### config.mk
export PLATFORM = sky130hd
export DESIGN_NAME = uart_rx
export DESIGN_NICKNAME = d
export VERILOG_FILES = /design/src/rtl/uart_rx.sv
export SDC_FILE = /design/constraint.sdc
export NUM_CORES = 1
export LEC_CHECK = 0
export ABC_AREA = 1
export ABC_CLOCK_PERIOD_IN_PS = 1300
export BUFFER_PORTS_ARGS = -buffer_cell sky130_fd_sc_hd__buf_2
export CAP_MARGIN = 30
export CORE_MARGIN = 1
export CORE_UTILIZATION = 52
export CTS_CLUSTER_SIZE = 10
export DETAILED_ROUTE_END_ITERATION = 8
export GPL_TIMING_DRIVEN = 0
export PLACE_DENSITY = 0.85
export RECOVER_POWER = 25
export SLEW_MARGIN = 20
export SYNTH_ARGS = -nofsm -noshare
export SYNTH_HDL_FRONTEND = slang
export SYNTH_SLANG_ARGS = --single-unit
### constraint.sdc
create_clock -name i_clk -period 1.3 [get_ports i_clk]
set_input_delay 0.065 -clock i_clk [delete_from_list [all_inputs] [get_ports i_clk]]
set_output_delay 0.065 -clock i_clk [all_outputs]
set_load 0.01 [all_outputs]
### src/rtl/uart_rx.sv
// 8N1 UART receiver: two-flop synchronizer, mid-bit sampling FSM, one-cycle valid/error pulses.
// Frame timing is set by no_clk_per_bit (even, 4..256).
module uart_rx #(
    parameter int unsigned no_clk_per_bit = 32
) (
    input  logic       i_clk,
    input  logic       i_rst_n,
    input  logic       serial_data_in,
    output logic [7:0] data_out,
    output logic       rx_valid,
    output logic       rx_active,
    output logic       frame_error
);

    typedef enum logic [2:0] {
        StIdle   = 3'd0,
        StStart  = 3'd1,
        StData   = 3'd2,
        StStop   = 3'd3,
        StResync = 3'd4
    } state_e;

    localparam logic [7:0] LastCnt = 8'(no_clk_per_bit - 1);
    localparam logic [7:0] HalfCnt = 8'(no_clk_per_bit / 2 - 1);

    state_e      state_q, state_d;
    logic [1:0]  sync_q;
    logic [7:0]  clk_count_q, clk_count_d;
    logic [2:0]  index_q, index_d;
    logic [7:0]  shift_q, shift_d;
    logic [7:0]  data_q, data_d;
    logic        valid_q, valid_d;
    logic        ferr_q, ferr_d;
    logic        active_q, active_d;
    logic        rx_s;
    logic        cnt_half;
    logic        cnt_last;

    assign rx_s     = sync_q[1];
    assign cnt_half = (clk_count_q == HalfCnt);
    assign cnt_last = (clk_count_q == LastCnt);

    always_ff @(posedge i_clk or negedge i_rst_n) begin
        if (!i_rst_n) begin
            state_q     <= StIdle;
            sync_q      <= 2'b11;
            clk_count_q <= 8'd0;
            index_q     <= 3'd0;
            shift_q     <= 8'd0;
            data_q      <= 8'd0;
            valid_q     <= 1'b0;
            ferr_q      <= 1'b0;
            active_q    <= 1'b0;
        end else begin
            state_q     <= state_d;
            sync_q      <= {sync_q[0], serial_data_in};
            clk_count_q <= clk_count_d;
            index_q     <= index_d;
            shift_q     <= shift_d;
            data_q      <= data_d;
            valid_q     <= valid_d;
            ferr_q      <= ferr_d;
            active_q    <= active_d;
        end
    end

    always_comb begin
        state_d = state_q;
        case (state_q)
            StIdle:   if (!rx_s) state_d = StStart;
            StStart:  if (cnt_half) state_d = rx_s ? StIdle : StData;
            StData:   if (cnt_last && index_q == 3'd7) state_d = StStop;
            StStop:   if (cnt_last) state_d = StResync;
            StResync: state_d = StIdle;
            default:  state_d = StIdle;
        endcase
    end

    always_comb begin
        clk_count_d = clk_count_q;
        index_d     = index_q;
        shift_d     = shift_q;
        data_d      = data_q;
        valid_d     = 1'b0;
        ferr_d      = 1'b0;
        active_d    = active_q;
        case (state_q)
            StIdle: begin
                clk_count_d = 8'd0;
                index_d     = 3'd0;
                if (!rx_s) active_d = 1'b1;
            end
            StStart: begin
                if (cnt_half) begin
                    clk_count_d = 8'd0;
                    // A high line at mid start bit was a glitch, not a frame.
                    if (rx_s) active_d = 1'b0;
                end else begin
                    clk_count_d = clk_count_q + 8'd1;
                end
            end
            StData: begin
                if (cnt_last) begin
                    shift_d[index_q] = rx_s;
                    clk_count_d      = 8'd0;
                    index_d          = index_q + 3'd1;
                end else begin
                    clk_count_d = clk_count_q + 8'd1;
                end
            end
            StStop: begin
                if (cnt_last) begin
                    clk_count_d = 8'd0;
                    if (rx_s) begin
                        data_d  = shift_q;
                        valid_d = 1'b1;
                    end else begin
                        ferr_d = 1'b1;
                    end
                end else begin
                    clk_count_d = clk_count_q + 8'd1;
                end
            end
            StResync: begin
                active_d    = 1'b0;
                clk_count_d = 8'd0;
            end
            default: begin
                active_d    = 1'b0;
                clk_count_d = 8'd0;
                index_d     = 3'd0;
            end
        endcase
    end

    assign data_out    = data_q;
    assign rx_valid    = valid_q;
    assign rx_active   = active_q;
    assign frame_error = ferr_q;

endmodule

==> flow_metrics.env <==
export IMPL_die_w_um=59.2
export IMPL_worstMarginPinSlew_ns=0.824
export IMPL_avgSynthCellArea_um2=8.44
export IMPL_final_util_pct=71.1
export IMPL_finalCriticalPeriod_ns=1.51
export IMPL_setup_viol=32
export IMPL_crit_path_cell_trace="inv_2 -> nand2_2 -> nor2_4 -> nand2_4 -> nor2_4 -> nand2_2 -> nand2_1 -> o21ai_0"
export IMPL_ys_seq_area_share_pct=51.5
export IMPL_drt_iter0_markers=99
export IMPL_max_slew_margin_pct=45.0
export IMPL_p_sw_share_pct=38.4
export IMPL_wl_per_cell_um=14.3
export IMPL_total_power_mw=3.20
export IMPL_die_area_um2=3510
export IMPL_grt_pass1_vias=1412
export IMPL_pin_count=14
export IMPL_fin_crit_sh_pct=116
export IMPL_syn_cell_area_um2=1700
export IMPL_rows=20
export IMPL_clock_skew_final_ns=0.0177
export IMPL_die_height_um=59.2
export IMPL_dr_total_vias=1544
export IMPL_worst_ep_required_time_ns=1.51
export IMPL_rsz0062_at_grt="true"
export IMPL_drv_slew=0
export IMPL_drt_pass1_iterations=4
export IMPL_synth_seq_cells=35
export IMPL_yosysWarnings=0
export IMPL_violations="setup timing"
export IMPL_grt_util_met3_pct=6.11
export IMPL_maxCapViolCount=0
export IMPL_grt_pass1_wl_um=6030
export IMPL_h_tree_depth=2
export IMPL_pwr_share_seq_pct=42.7
export IMPL_clkPwrFrac_pct=21.2
export IMPL_port_buffers=13
export IMPL_clk_latency_ns=0.34
export IMPL_placeableCoreArea_um2=3080
export IMPL_worst_ir_drop_vdd_v=0.000971
export IMPL_area_delta_synth_final_pct=28.4
export IMPL_grt_remaining_overflow=0
export IMPL_end_kind="register"
export IMPL_cp_slowest_cell="dfrtp_1"
export IMPL_clock_fmax_mhz=660
export IMPL_yosysTopAreaCellShare_pct=48.5
export IMPL_ant_nets=0
export IMPL_synthCells=202
export IMPL_clockBufferDepth=2
export IMPL_via_per_inst=5.36
export IMPL_syn_num_nets=208
export IMPL_power_internal_mw=1.97
export IMPL_hold_violations=0
export IMPL_grt_max_degree=36
export IMPL_place_area_um2=1830
export IMPL_nNetsFinal=249
export IMPL_grt_busiest_layer="met2"
export IMPL_n_antenna_cell=0
export IMPL_clock_sinks=35
export IMPL_place_congestion=0.779
export IMPL_routed_wl_um=4120
export IMPL_critPathKind="register to register"
export IMPL_worst_slack_ns=-0.214
export IMPL_p_comb_share_pct=36.0
export IMPL_grt_met1_usage_pct=28.4
export IMPL_synth_cell_types=26
export IMPL_numCtsBuffers=5
export IMPL_yosysTopAreaCell="dfrtp_1"
export IMPL_drc_errors=0
export IMPL_critical_path_peak_fanout=7
export IMPL_finalInstanceArea_um2=2190
export IMPL_tritoncts="built"
export IMPL_crit_arrival_ns=1.73
export IMPL_root_buffer="clkbuf_4"
export IMPL_startpoint_type="register"
export IMPL_status="complete, but fails checks"
export IMPL_synthTopCellsByArea="dfrtp_1, nand2_1, inv_1"
export IMPL_critPathMaxStageDelay_ns=0.46
export IMPL_pwr_density_cell_nw_per_um2=1460
export IMPL_grt_use_met2_pct=36.9
export IMPL_drive_above_1_share_pct=35.2
export IMPL_hold_path_class="primary input to async pin"
export IMPL_antenna_found_initial=0
export IMPL_power_leakage_nw=1.08
export IMPL_hold_ws_ns=0.338
export IMPL_start_util_pct=55.4
export IMPL_track_usage_pct=24.0
export IMPL_cts_clk_slew_worst_paths_ns=0.11
export IMPL_dpl_hpwl_um=2220
export IMPL_power_switching_mw=1.23
-- final cells by class --
cell class	instances	area, um2
fill	218	890
clock inverter	1	7.51
buffer	3	37.5
tap	44	55.1
inverter	27	109
multi-input combinational	137	776
timing repair buffer	34	259
clock buffer	7	65.1
sequential	35	880
-- Yosys cell counts --
cell	number
nand2_1	61
dfrtp_1	33
inv_1	24
nor2_1	16
nand3_1	10
o21ai_0	10
o21ai_2	8
a21oi_1	7
nand4_1	4
ha_1	3
nand2_2	3
nor3_1	3
a21boi_0	2
buf_6	2
dfstp_2	2
inv_2	2
o21ai_1	2
xor2_1	2
buf_2	1
clkinv_2	1
nand2_4	1
nand3_2	1
nand3_4	1
nor2_2	1
nor2_4	1
o22ai_1	1
-- worst paths after layout --
check / startpoint / end / slack, ns / cells after the start
worst max-delay path: clk_count_q[5] / shift_q[5] / -0.21 / 8
worst min-delay path: i_rst_n / rx_valid / 0.34 / 2
worst max register to register: clk_count_q[5] / shift_q[5] / -0.21 / 8
worst min register to register: sync_q[0] / sync_q[1] / 0.36 / 0
max in group asynchronous: i_rst_n / index_q[0] / 0.39 / 2
min in group i_clk: sync_q[0] / sync_q[1] / 0.36 / 0
-- per-stage QoR --
stage / worst slack, ns / std cells / TNS (ns)
3_5_place_dp: -0.215 / 259 / -3.97
2_1_floorplan: -0.0381 / 202 / -0.0381
5_1_grt: -0.307 / 288 / -5.69
4_1_cts: -0.111 / 278 / -1.53
6_report: -0.214 / 288 / -3.04
3_3_place_gp: -0.173 / 259 / -2.91
-- per-layer routing --
metal	up-vias	wire, um	share of wire, %
li1	730	-	-
met1	720	1570	38
met2	72	2150	52
met3	22	229	5.6
met4	0	166	4.0
met5	-	0	0
-- what timing repair did --
item                                    4_1_cts  5_1_grt
hold buffers                                  2        0
cloned                                        1        1
endpoints found under the setup margin       30       32
resized for setup                            26       15
pin swaps                                     7        5
endpoints found under the hold margin        34        0
setup buffers                                 8        9
-- kinds of logic (layout without fill, tap and decap cells) --
kind of cell / Yosys count / after routing / synth area share [%]
simple gates: 102 / 102 / 26.7
compound gates: 30 / 30 / 10.9
xor+xnor: 2 / 2 / 1.03
fa+ha+maj: 3 / 3 / 2.20
buf+inv: 30 / 72 / 7.64
flops: 35 / 35 / 51.5
-- state kept, by name, indices dropped and copies added (netlist names) --
signal / count
clk_count_q: 8
data_out: 8
shift_q: 8
index_q: 3
state_q: 3
sync_q: 2
frame_error: 1
rx_active: 1
rx_valid: 1
-- worst max-delay path, delay by kind of cell (launching register included) --
family / cells / cell delay, ns
buf+inv: 1 / 0.12
simple gates: 6 / 0.70
compound gates: 1 / 0.10
flops: 1 / 0.46
-- placed cells by master (no fill, tap or decap), types with 2 or more instances in the layout --
cell type	n
clkbuf_8	2
o21ai_2	10
nor3_1	3
dfstp_2	2
nand3_4	2
clkbuf_4	5
o21ai_0	4
nor2_1	13
o21ai_1	6
xor2_1	2
nand2_2	12
nand2_1	51
nor2_2	2
dlygate4sd3_1	2
buf_6	5
dfrtp_1	32
ha_2	2
a21oi_1	7
buf_2	12
buf_4	15
nand2_4	2
nand3_1	10
inv_2	4
nor2_4	3
inv_1	21
nand4_1	4
-- power groups by stage --
stage | registers, mW | clock network (mW) | logic, mW
global placement | 1.36 | 0 | 0.802
CTS | 1.34 | 0.692 | 1.00
floorplan | 1.34 | 0 | 0.640
global route | 1.38 | 0.733 | 1.30
finish | 1.37 | 0.680 | 1.15
detailed placement | 1.36 | 0 | 0.833
(Power assumes the default switching activity.)
